[config.mk]
export PLATFORM = sky130hd
export DESIGN_NAME = s2mm_packet_mux
export DESIGN_NICKNAME = d
export VERILOG_FILES = /design/src/rtl/s2mm_packet_mux_pkg.sv /design/src/rtl/s2mm_out_buffer.sv /design/src/rtl/s2mm_packet_mux.sv
export SDC_FILE = /design/constraint.sdc
export NUM_CORES = 1
export LEC_CHECK = 0
export BUFFER_PORTS_ARGS = -buffer_cell sky130_fd_sc_hd__buf_2
export CORE_ASPECT_RATIO = 0.7
export CORE_MARGIN = 2
export CORE_UTILIZATION = 45
export CTS_CLUSTER_SIZE = 12
export DETAILED_ROUTE_END_ITERATION = 7
export GPL_TIMING_DRIVEN = 0
export HOLD_SLACK_MARGIN = 0.12
export PLACE_DENSITY = 0.64
export RECOVER_POWER = 50
export SLEW_MARGIN = 5
export SYNTH_ARGS = -nofsm -noshare
export SYNTH_HDL_FRONTEND = slang
export SYNTH_SLANG_ARGS = --single-unit
export TNS_END_PERCENT = 5
[constraint.sdc]
create_clock -name clk -period 4.9 [get_ports clk]
set_clock_uncertainty 0.2 [all_clocks]
set_input_delay 0.245 -clock clk [delete_from_list [all_inputs] [get_ports clk]]
set_output_delay 0.245 -clock clk [all_outputs]
set_load 0.01 [all_outputs]
[src/rtl/s2mm_packet_mux_pkg.sv]
// s2mm_packet_mux_pkg
// Shared definitions for the s2mm packet mux and its output buffer:
//   - FSM state encoding
//   - round-robin index helpers (wrap modulo the channel count)
//   - flattened-vector slice helper, same layout as the mm2s side
package s2mm_packet_mux_pkg;

  typedef enum logic [1:0] {
    ST_IDLE  = 2'd0,
    ST_XFER  = 2'd1,
    ST_DRAIN = 2'd2
  } state_t;

  // Wrap a value in [0, 2*num) back into [0, num).
  function automatic int rr_wrap(input int value, input int num);
    return (value >= num) ? (value - num) : value;
  endfunction

  // Channel that follows idx in round-robin order.
  function automatic int rr_next(input int idx, input int num);
    return rr_wrap(idx + 1, num);
  endfunction

  // LSB of channel idx inside a flattened {ch[N-1], ..., ch[0]} vector.
  function automatic int slice_lsb(input int idx, input int width);
    return idx * width;
  endfunction

endpackage

[src/rtl/s2mm_out_buffer.sv]
// s2mm_out_buffer
// Two-entry registered AXI-Stream output stage. Entry 0 is the head and
// drives the stream outputs directly from flops, so tdata/tdest/tlast stay
// put while tvalid is high and tready is low.
// Ports:
//   clk, rst            clock, async active-high reset
//   push, push_data,
//   push_dest, push_last  write one entry (caller guarantees room)
//   ready               downstream tready; pop = valid & ready
//   occ                 current occupancy 0..2
//   out_valid/data/dest/last  head entry
module s2mm_out_buffer #(
  parameter int DATA_WIDTH = 32,
  parameter int DEST_WIDTH = 4
) (
  input  logic                  clk,
  input  logic                  rst,
  input  logic                  push,
  input  logic [DATA_WIDTH-1:0] push_data,
  input  logic [DEST_WIDTH-1:0] push_dest,
  input  logic                  push_last,
  input  logic                  ready,
  output logic [1:0]            occ,
  output logic                  out_valid,
  output logic [DATA_WIDTH-1:0] out_data,
  output logic [DEST_WIDTH-1:0] out_dest,
  output logic                  out_last
);

  logic [DATA_WIDTH-1:0] data1_r;
  logic [DEST_WIDTH-1:0] dest1_r;
  logic                  last1_r;
  logic [1:0]            occ_r;
  logic                  pop_s;

  assign pop_s = out_valid & ready;
  assign occ   = occ_r;

  // Shift-register style storage: head is always entry 0.
  always_ff @(posedge clk or posedge rst) begin
    if (rst) begin
      occ_r     <= 2'd0;
      out_valid <= 1'b0;
      out_data  <= '0;
      out_dest  <= '0;
      out_last  <= 1'b0;
      data1_r   <= '0;
      dest1_r   <= '0;
      last1_r   <= 1'b0;
    end else begin
      case ({push, pop_s})
        2'b10: begin
          if (occ_r == 2'd0) begin
            out_data  <= push_data;
            out_dest  <= push_dest;
            out_last  <= push_last;
            out_valid <= 1'b1;
          end else begin
            data1_r <= push_data;
            dest1_r <= push_dest;
            last1_r <= push_last;
          end
          occ_r <= occ_r + 2'd1;
        end
        2'b01: begin
          out_data  <= data1_r;
          out_dest  <= dest1_r;
          out_last  <= last1_r;
          out_valid <= (occ_r == 2'd2);
          occ_r     <= occ_r - 2'd1;
        end
        2'b11: begin
          // Occupancy unchanged; new word lands behind whatever remains.
          if (occ_r == 2'd1) begin
            out_data <= push_data;
            out_dest <= push_dest;
            out_last <= push_last;
          end else begin
            out_data <= data1_r;
            out_dest <= dest1_r;
            out_last <= last1_r;
            data1_r  <= push_data;
            dest1_r  <= push_dest;
            last1_r  <= push_last;
          end
        end
        default: begin
          occ_r <= occ_r;
        end
      endcase
    end
  end

endmodule

[src/rtl/s2mm_packet_mux.sv]
// s2mm_packet_mux
// Drains NUM_FIFOS standard (non-FWFT) FIFOs into one AXI-Stream toward the
// MCDMA s2mm port. Each grant moves one packet of pkt_len[ch] words (0 means
// 1) with tdest = channel and tlast on the final word. Channels are served
// round-robin at packet granularity; packets never interleave.
// Ports:
//   clk, rst         clock, async active-high reset
//   fifo_rden        per-FIFO read enable (at most one bit high)
//   fifo_empty       per-FIFO empty flag
//   fifo_data        flattened read data, valid the cycle after rden
//   pkt_len          flattened per-channel packet length
//   DST_AXIS_*       output stream
//   busy             grant through acceptance of the tlast beat
module s2mm_packet_mux
  import s2mm_packet_mux_pkg::*;
#(
  parameter int AXIS_DATA_WIDTH = 32,
  parameter int FIFO_DATA_WIDTH = 32,
  parameter int AXIS_DEST_WIDTH = 4,
  parameter int NUM_FIFOS       = 2,
  parameter int PKT_LEN_WIDTH   = 16
) (
  input  logic                                 clk,
  input  logic                                 rst,
  output logic [NUM_FIFOS-1:0]                 fifo_rden,
  input  logic [NUM_FIFOS-1:0]                 fifo_empty,
  input  logic [NUM_FIFOS*FIFO_DATA_WIDTH-1:0] fifo_data,
  input  logic [NUM_FIFOS*PKT_LEN_WIDTH-1:0]   pkt_len,
  output logic [AXIS_DATA_WIDTH-1:0]           DST_AXIS_tdata,
  output logic [AXIS_DEST_WIDTH-1:0]           DST_AXIS_tdest,
  output logic                                 DST_AXIS_tvalid,
  input  logic                                 DST_AXIS_tready,
  output logic                                 DST_AXIS_tlast,
  output logic                                 busy
);

  localparam int IDX_W = AXIS_DEST_WIDTH;

  state_t                     state_r;
  logic [IDX_W-1:0]           rr_ptr_r;
  logic [IDX_W-1:0]           grant_r;
  logic [PKT_LEN_WIDTH-1:0]   len_r;
  logic [PKT_LEN_WIDTH-1:0]   issued_r;
  logic [PKT_LEN_WIDTH-1:0]   pushed_r;
  logic                       inflight_r;
  logic                       busy_r;

  logic                       scan_hit_s;
  logic [IDX_W-1:0]           scan_idx_s;
  logic [PKT_LEN_WIDTH-1:0]   scan_len_s;
  logic [PKT_LEN_WIDTH-1:0]   raw_len_s;
  logic [NUM_FIFOS-1:0]       rden_s;
  logic [AXIS_DATA_WIDTH-1:0] push_data_s;
  logic                       push_last_s;
  logic [1:0]                 occ_s;
  logic                       pop_s;
  logic [2:0]                 room_s;

  assign fifo_rden = rden_s;
  assign busy      = busy_r;
  assign pop_s     = DST_AXIS_tvalid & DST_AXIS_tready;

  // Round-robin scan: first non-empty channel at or after rr_ptr.
  always_comb begin
    scan_hit_s = 1'b0;
    scan_idx_s = '0;
    raw_len_s  = '0;
    for (int i = 0; i < NUM_FIFOS; i++) begin
      for (int j = 0; j < NUM_FIFOS; j++) begin
        if (!scan_hit_s && !fifo_empty[j] &&
            (j == rr_wrap(int'(rr_ptr_r) + i, NUM_FIFOS))) begin
          scan_hit_s = 1'b1;
          scan_idx_s = IDX_W'(j);
          raw_len_s  = pkt_len[slice_lsb(j, PKT_LEN_WIDTH) +: PKT_LEN_WIDTH];
        end else begin
          scan_hit_s = scan_hit_s;
        end
      end
    end
    // A zero length would never produce tlast, so it is promoted to one word.
    scan_len_s = (raw_len_s == '0) ? PKT_LEN_WIDTH'(1) : raw_len_s;
  end

  // Read issue: granted channel only, bounded so the 2-entry buffer never overflows.
  always_comb begin
    room_s = {1'b0, occ_s} + {2'b00, inflight_r} - {2'b00, pop_s};
    for (int i = 0; i < NUM_FIFOS; i++) begin
      if ((state_r == ST_XFER) && (grant_r == IDX_W'(i)) && !fifo_empty[i] &&
          (issued_r < len_r) && (room_s < 3'd2)) begin
        rden_s[i] = 1'b1;
      end else begin
        rden_s[i] = 1'b0;
      end
    end
  end

  // Select the granted channel's read data, zero-extended to the stream width.
  always_comb begin
    push_data_s = '0;
    for (int i = 0; i < NUM_FIFOS; i++) begin
      push_data_s = push_data_s |
                    ((grant_r == IDX_W'(i)) ?
                     AXIS_DATA_WIDTH'(fifo_data[slice_lsb(i, FIFO_DATA_WIDTH) +: FIFO_DATA_WIDTH]) :
                     '0);
    end
    push_last_s = (pushed_r == (len_r - PKT_LEN_WIDTH'(1)));
  end

  // Packet FSM plus issued/pushed word counters and the read-in-flight flag.
  always_ff @(posedge clk or posedge rst) begin
    if (rst) begin
      state_r    <= ST_IDLE;
      rr_ptr_r   <= '0;
      grant_r    <= '0;
      len_r      <= '0;
      issued_r   <= '0;
      pushed_r   <= '0;
      inflight_r <= 1'b0;
      busy_r     <= 1'b0;
    end else begin
      inflight_r <= |rden_s;
      case (state_r)
        ST_IDLE: begin
          if (scan_hit_s) begin
            grant_r  <= scan_idx_s;
            len_r    <= scan_len_s;
            issued_r <= '0;
            pushed_r <= '0;
            busy_r   <= 1'b1;
            state_r  <= ST_XFER;
          end else begin
            state_r <= ST_IDLE;
          end
        end
        ST_XFER: begin
          if (|rden_s) begin
            issued_r <= issued_r + PKT_LEN_WIDTH'(1);
          end else begin
            issued_r <= issued_r;
          end
          if (inflight_r) begin
            pushed_r <= pushed_r + PKT_LEN_WIDTH'(1);
          end else begin
            pushed_r <= pushed_r;
          end
          if (issued_r == len_r) begin
            state_r <= ST_DRAIN;
          end else begin
            state_r <= ST_XFER;
          end
        end
        ST_DRAIN: begin
          // The final read may still be in flight when we arrive here.
          if (inflight_r) begin
            pushed_r <= pushed_r + PKT_LEN_WIDTH'(1);
          end else begin
            pushed_r <= pushed_r;
          end
          if (pop_s && DST_AXIS_tlast) begin
            rr_ptr_r <= IDX_W'(rr_next(int'(grant_r), NUM_FIFOS));
            busy_r   <= 1'b0;
            state_r  <= ST_IDLE;
          end else begin
            state_r <= ST_DRAIN;
          end
        end
        default: begin
          state_r <= ST_IDLE;
        end
      endcase
    end
  end

  s2mm_out_buffer #(
    .DATA_WIDTH(AXIS_DATA_WIDTH),
    .DEST_WIDTH(AXIS_DEST_WIDTH)
  ) u_out_buffer (
    .clk       (clk),
    .rst       (rst),
    .push      (inflight_r),
    .push_data (push_data_s),
    .push_dest (grant_r),
    .push_last (push_last_s),
    .ready     (DST_AXIS_tready),
    .occ       (occ_s),
    .out_valid (DST_AXIS_tvalid),
    .out_data  (DST_AXIS_tdata),
    .out_dest  (DST_AXIS_tdest),
    .out_last  (DST_AXIS_tlast)
  );

endmodule

---- After elaboration in Yosys (flattened, before gate mapping) ----
Cells that the tools add are included.
storage, ports and cells
  register bits ........................... 137
  input port bits ......................... 101
  output and inout port bits .............. 41
  word-level logic and storage cells ...... 149
cells by class
  add/sub/neg operators ................... 12
  order comparisons ....................... 5
  eq/ne operators ......................... 19
  muxes and demuxes ....................... 52
  bitwise gates (word level) .............. 2
  reductions and logical operators ........ 43
operators by type and width
  kind                     count
  $mux W32                 8
  $mux W16                 8
  $pmux W32 S3             1
  $eq A2 B32 Y1 const A    2
  $logic_not A32 Y1        2
  $pmux W16 S2             2
  $pmux W32 S2             1
  $add A16 B1 Y16 const B  2
  $eq A16 B16 Y1           2
  $or A32 B32 Y32          1
  $mux W4                  7
  $logic_and A1 B1 Y1      16
  $logic_not A16 Y1        1
  $lt A16 B16 Y1           1
  $sub A16 B1 Y16 const B  1
  $mux W1                  15
  $pmux W4 S3              1
  $reduce_and A3 Y1        4
  $add A4 B1 Y5 const B    2
  $ge A5 B2 Y1 const B     2
  $reduce_bool A2 Y1       5
  $eq A2 B2 Y1 const B     4
  $ne A2 B2 Y1 const B     4
  $pmux W4 S2              1
  other kinds (24)         40

---- Depth between registers and ports, before layout ----
  depth in word-level cells ............... 19
  gate-level depth with buffers ........... 12
  depth with buffers taken out ............ 11

---- Cells and area by module ----
From an unflattened synthesis, not the netlist that was laid out.
unflattened totals
  cells, all modules ...................... 751
  area, all modules ....................... 7938.9 sq um
modules (own cells, without submodules)
  module           times used  cells each  area each (sq um)  seq. area each (sq um)
  s2mm_packet_mux  1           494         4370.4             1351.3
  s2mm_out_buffer  1           257         3568.4             1926.8

---- Worst setup path after synthesis ----
No wires, ideal clock.
  kind .................................... register -> register
  from .................................... register u_out_buffer.out_valid
  to ...................................... register issued_r[13]
  setup time .............................. 78 ps
  arrival ................................. 3100 ps
  required time ........................... 4622 ps
  setup slack ............................. 1522 ps
  stages on the path, launching flop included .. 13
  path buffers ............................ 1
  period minus slack after synthesis ...... 3378 ps
  cells stage by stage .................... dfrtp_1 -> nand2_1 -> inv_1 -> ha_1 -> nand2b_1 -> fa_1 -> xor2_1 -> a2111oi_4 -> nand4b_1 -> or3_4 -> buf_6 -> or4_1 -> a21oi_1
between the ends
  word-level cells in the longest chain between the ends .. 8
  elaborated cells on any way between the ends .. 10
  classes of those cells .................. add/sub (1); order compare (1); eq/ne (1); mux (2); bitwise (1); reduce/logical (4)
RTL lines
  element                        line                    source
  from (decl)                    s2mm_out_buffer.sv:24   output logic out_valid,
  from (signal assigned)         s2mm_out_buffer.sv:69   out_valid <= (occ_r == 2'd2);
  $and A1 B1 Y1 *                s2mm_packet_mux.sv:61   assign pop_s = DST_AXIS_tvalid & DST_AXIS_tready;
  $sub A3 B1 Y3 *                s2mm_packet_mux.sv:86   room_s = {1'b0, occ_s} + {2'b00, inflight_r} - {2'b00, pop_s};
  $lt A3 B2 Y1 *                 s2mm_packet_mux.sv:89   (issued_r < len_r) && (room_s < 3'd2)) begin
  $logic_and A1 B1 Y1            s2mm_packet_mux.sv:89
  $mux W1                        s2mm_packet_mux.sv:88   if ((state_r == ST_XFER) && (grant_r == IDX_W'(i)) && !fifo_empty[i] &&
  $reduce_or A2 Y1 *             s2mm_packet_mux.sv:136  if (|rden_s) begin
  $ne A2 B1 Y1 (no line) *       --
  $reduce_and A3 Y1 (no line) *  --
  to (signal assigned)           s2mm_packet_mux.sv:137  issued_r <= issued_r + PKT_LEN_WIDTH'(1);
  to (signal assigned)           s2mm_packet_mux.sv:139  issued_r <= issued_r;
  to (decl)                      s2mm_packet_mux.sv:43   logic [PKT_LEN_WIDTH-1:0] issued_r;
Every way passes the cells marked *; elsewhere a longest branch is shown, timed or not.
A chain may end at the register's enable or synchronous reset.

---- Final worst setup path ----
  from .................................... register u_out_buffer.out_valid
  to ...................................... output port fifo_rden[1]
between the ends
  word-level cells in the longest chain between the ends .. 5
RTL lines
  element              line                   source
  $and A1 B1 Y1        s2mm_packet_mux.sv:61
  $sub A3 B1 Y3        s2mm_packet_mux.sv:86
  $lt A3 B2 Y1         s2mm_packet_mux.sv:89
  $logic_and A1 B1 Y1  s2mm_packet_mux.sv:89
  $mux W1              s2mm_packet_mux.sv:88
  to (decl)            s2mm_packet_mux.sv:25  output logic [NUM_FIFOS-1:0] fifo_rden,
Every way passes these cells.

==> impl_summary.txt <==
----------------------------------------------------
[Yosys]
  Summed instance area of the synthesized netlist ... 7462 um^2
  Top post-synthesis cells by count ... 125 x sky130_fd_sc_hd__dfrtp_1, 84 x sky130_fd_sc_hd__a21oi_1, 61 x sky130_fd_sc_hd__nor2_1
  Library cell with the highest instance count after synthesis ... sky130_fd_sc_hd__dfrtp_1
  Number of distinct library cells after synthesis ... 64
  Commonest register cell after synthesis ... sky130_fd_sc_hd__dfrtp_1
  Mapped Cells ... 797
  Flops & latches, synth ... 125
  Post-Synth Simple-Gate Area ... 18.44%
  Adder and majority gate portion of the synthesized area ... 6.304%
  Async set-reset flop share out of synthesis ... 100.0%
  Proportion of synthesized area in mux cells ... 7.931%
  Sequential fraction of the synthesis area ... 41.92%
  Dominant combinational cell family by area after synthesis ... simple AND/OR/NAND/NOR gates
  Portion of synthesized cell area occupied by the leading cell type ... about two fifths
  Most area-hungry cell type in the Yosys netlist ... sky130_fd_sc_hd__dfrtp_1
  Synth top area cells ... sky130_fd_sc_hd__dfrtp_1 42%, sky130_fd_sc_hd__ha_1 6.0%, sky130_fd_sc_hd__a21oi_1 5.6%, sky130_fd_sc_hd__mux2_2 5.0%, sky130_fd_sc_hd__nor2_1 3.1%
  Number of enable flip-flop cells after synthesis ... 0
  Syn_area_per_cell ... 9.363 um^2
  XOR/XNOR Fraction of Synth Area ... 3.991%
  Count of synthesis-stage warnings from yosys ... 0
  Complex-gate fraction of the synthesized area ... about 17%

[Routing]
  Post-route ant nets ... 0
  Met3 Routed Length ... a little under 900 um
  Number of detailed-route iterations in the first pass ... 5
  Wire per inst ... 16.71 um
  WL met2 ... 9481 um
  Total length of routed wires ... 21,550 um
  Average via count per standard cell ... 5.364
  Post-route DRC violation count ... 0
  Uppermost metal layer occupied by signal nets ... met4
  DRT met1 WL ... 10,830 um
  Total via count after detailed routing ... 6,919
  Starting DRT DRC Count ... 517

[Timing]
  Remaining max-slew budget at the tightest pin ... -87.43%
  Final Hold Fails ... 0
  Ratio of final minimum period to clock period ... 81.96%
  Total setup violations reported at the end of the flow ... 0
  Unrepaired setup endpoints after global routing ... no
  Upper clock frequency limit ... 249.0 MHz
  Slew @ Worst Pin ... 2.796 ns
  Final slew viol count ... around 130
  Post-layout minimum cycle time ... about 4.0 ns

[Clocking]
  Clock-pin slew of the registers on the worst-case setup and hold paths ... 0.06 ns
  TritonCTS Sinks ... about 130
  Maximum count of clock buffers along a single path ... 2
  Clock tree from TritonCTS ... done
  Cts repair resizes ... 0
  Number of clock buffers inserted by TritonCTS ... 17
  Skew-Pair Late Insertion Delay ... approximately 0.41 ns
  Number of levels in the clock H-tree ... 4
  Clock tree root buffer cell ... sky130_fd_sc_hd__clkbuf_16

[Floorplan]
  Die footprint ... 17,650 um^2
  Die width ... 157.9 um
  Starting density of the core ... 45.92%
  Core footprint ... about 16,000 um^2
  I/O pin cnt ... 142
  # rows ... 39
  Height of the chip ... around 110 um

[Finish]
  Filler-free cell count of the finished design ... 1,290
  Fraction of the core area covered by cells at the end of the flow ... 61.62%
  Filler Cells Inserted ... 1,373
  Area growth, synth to finish ... 34.19%
  Layout net count ... 1,191
  Share of final-layout standard cells stronger than drive strength 1 ... a little under a fifth
  Antenna diode instance count ... 0

[Pwr]
  Areal power density over the cells ... 435.6 nW/um^2
  Part of the total power dissipated in sequential elements ... 36.0%
  Relative contribution of the clock network to total power ... 31.8%
  Share of total power consumed by net switching ... 34.69%
  Sw Pwr ... around 1.5 mW
  Worst supply voltage drop on vdd ... approximately 0.25 mV
  Total internal power ... approximately 2.8 mW
  Proportion of power drawn by combinational gates ... 32.2%
  Standby leakage power ... 4.505 nW

[Critical path]
  Category of the critical setup timing path ... flip-flop to primary output
  Critical Path AT ... 3.57 ns
  Launching element type of the critical path ... flip-flop
  Data required time of the critical path ... roughly 4.5 ns
  Kind of capture point of the worst setup path ... primary output
  Highest fanout seen on the critical path ... 5

[GRT]
  Largest net degree at the start of global routing ... 65
  Total congestion overflow ... 0
  Number of global-route vias before repair ... 6,841
  Tot GR Track Use ... 25.53%
  Initial antenna violation count ... 0
  First-pass GRT wire length ... around 35,000 um

[Placement]
  Detailed Place HPWL ... 14,960 um
  Placed instance count ... 1,163
  Port bufs ... 138
  Global placement routability congestion ... 0.8675

[Outcome]
  Outcome ... complete, but fails checks
  Violations in the final reports ... capacitance limit, slew limit

[Min path]
  Type of the most critical hold path ... input port to flip-flop

[Run]
  Count of max-cap constraint violations ... 2

----------------------------------------------------
worst max-delay path, cell delays in order (launching register included):
cell	delay, ns
sky130_fd_sc_hd__dfrtp_1	0.40
sky130_fd_sc_hd__nand2_1	0.16
sky130_fd_sc_hd__inv_1	0.13
sky130_fd_sc_hd__ha_1	0.28
sky130_fd_sc_hd__nand2b_1	0.15
sky130_fd_sc_hd__fa_1	0.38
sky130_fd_sc_hd__xor2_1	0.17
sky130_fd_sc_hd__a2111oi_4	0.32
sky130_fd_sc_hd__nand2_1	0.09
sky130_fd_sc_hd__or4_1	0.52
sky130_fd_sc_hd__nor3b_1	0.34
sky130_fd_sc_hd__buf_2	0.20
power groups by stage:
stage               Clock [mW]  Sequential [mW]  Combinational [mW]
finish                    1.39             1.57                1.40
floorplan                    0             1.61               0.869
global route              1.46             1.61                1.58
global placement             0             1.56                1.35
CTS                       1.41             1.56                1.44
detailed placement           0             1.57                1.38
flip-flops by register name (all words and copies together) (netlist names), 2 cells and up:
signal	cells
len_r	16
state_r	2
issued_r	16
u_out_buffer.out_data	32
pushed_r	16
u_out_buffer.data1_r	32
u_out_buffer.occ	2
metal layers:
metal / track usage [%] / up-vias
met1: 38.57 / 3332
met4: 6.909 / 0
met3: 4.710 / 28
met5: 0 / -
met2: 37.51 / 169
li1: - / 3390
stage by stage:
stage               total power, mW  instance area, um^2  hold slack (ns)  setup WS [ns]  setup TNS [ns]
floorplan                     2.474                 7470           0.2247          1.127               0
global placement              2.914                 8442           0.2646        -0.4741          -58.09
detailed placement            2.952                 8474           0.1737          1.117               0
CTS                           4.400                10080           0.1232         0.8232               0
global route                  4.644                10010           0.1510         0.3369               0
finish                        4.362                10010           0.1376         0.8840               0
path summary, 6_finish.rpt:
check | startpoint | end | slack [ns] | depth (start not counted)
worst max-delay path | u_out_buffer.out_valid$_DFFE_PP0P_ | fifo_rden[1] | 0.88 | 11
worst min-delay path | fifo_data[60] | u_out_buffer.out_data[28]$_DFFE_PP0P_ | 0.14 | 5
worst max register to register | rr_ptr_r[0]$_DFFE_PP0P_ | len_r[10]$_DFFE_PP0P_ | 0.99 | 10
worst min register to register | u_out_buffer.data1_r[16]$_DFFE_PP0P_ | u_out_buffer.data1_r[16]$_DFFE_PP0P_ | 0.28 | 2
max in group asynchronous | rst | issued_r[15]$_DFFE_PP0P_ | 1.08 | 4
min in group asynchronous | rst | pushed_r[4]$_DFFE_PP0P_ | 0.98 | 3
area by class of cell:
cell class | count | area [um^2] | area share (%)
Sequential cell | 125 | 3128 | 31.24
Buffer | 46 | 193.9 | 1.937
Multi-Input combinational cell | 589 | 4006 | 40.01
Inverter | 39 | 147.6 | 1.474
Tap cell | 225 | 281.5 | 2.811
Timing Repair Buffer | 235 | 1612 | 16.09
Clock buffer | 17 | 425.4 | 4.248
Clock inverter | 14 | 219.0 | 2.187
timing repair:
action	4_1_cts	5_1_grt
endpoints found under the setup margin	0	0
hold endpoints to repair	133	0
hold buffers	96	0
buffers inserted	0	0
layout by cell type (no fill, tap or decap), types with 3 or more instances in the layout:
| master | instances |
|---|---|
| sky130_fd_sc_hd__nand2b_1 | 5 |
| sky130_fd_sc_hd__nor4_1 | 13 |
| sky130_fd_sc_hd__bufinv_16 | 5 |
| sky130_fd_sc_hd__buf_2 | 103 |
| sky130_fd_sc_hd__o31ai_1 | 7 |
| sky130_fd_sc_hd__xor2_1 | 8 |
| sky130_fd_sc_hd__a21o_1 | 6 |
| sky130_fd_sc_hd__dfrtp_1 | 125 |
| sky130_fd_sc_hd__o21ai_1 | 4 |
| sky130_fd_sc_hd__ha_1 | 36 |
| sky130_fd_sc_hd__a211oi_1 | 16 |
| sky130_fd_sc_hd__and3_1 | 22 |
| sky130_fd_sc_hd__inv_1 | 38 |
| sky130_fd_sc_hd__nor2b_1 | 20 |
| sky130_fd_sc_hd__mux2i_1 | 22 |
| sky130_fd_sc_hd__clkbuf_16 | 17 |
| sky130_fd_sc_hd__xnor2_1 | 26 |
| sky130_fd_sc_hd__nor3b_1 | 4 |
| sky130_fd_sc_hd__o21ai_0 | 26 |
| sky130_fd_sc_hd__a31oi_1 | 4 |
| sky130_fd_sc_hd__and2_1 | 3 |
| sky130_fd_sc_hd__nand3_1 | 19 |
| sky130_fd_sc_hd__or2_2 | 6 |
| sky130_fd_sc_hd__a21oi_1 | 84 |
| sky130_fd_sc_hd__and4_1 | 4 |
| sky130_fd_sc_hd__mux2_2 | 33 |
| sky130_fd_sc_hd__conb_1 | 4 |
| sky130_fd_sc_hd__a31o_2 | 4 |
| sky130_fd_sc_hd__dlygate4sd3_1 | 96 |
| sky130_fd_sc_hd__buf_1 | 4 |
| sky130_fd_sc_hd__nand4_1 | 19 |
| sky130_fd_sc_hd__or4_1 | 9 |
| sky130_fd_sc_hd__buf_4 | 3 |
| sky130_fd_sc_hd__nor3_1 | 19 |
| sky130_fd_sc_hd__nor2_1 | 61 |
| sky130_fd_sc_hd__clkinv_4 | 4 |
| sky130_fd_sc_hd__a22oi_1 | 17 |
| sky130_fd_sc_hd__clkbuf_1 | 72 |
| sky130_fd_sc_hd__nand2_1 | 50 |
cell families after synthesis:
kind of cell    after synthesis
simple gates                263
compound gates              196
flops                       125
buf+inv                      85
mux                          55
fa+ha+maj                    37
xor+xnor                     34
other cells                   2
Note: power is estimated with default switching activity, not from simulation.
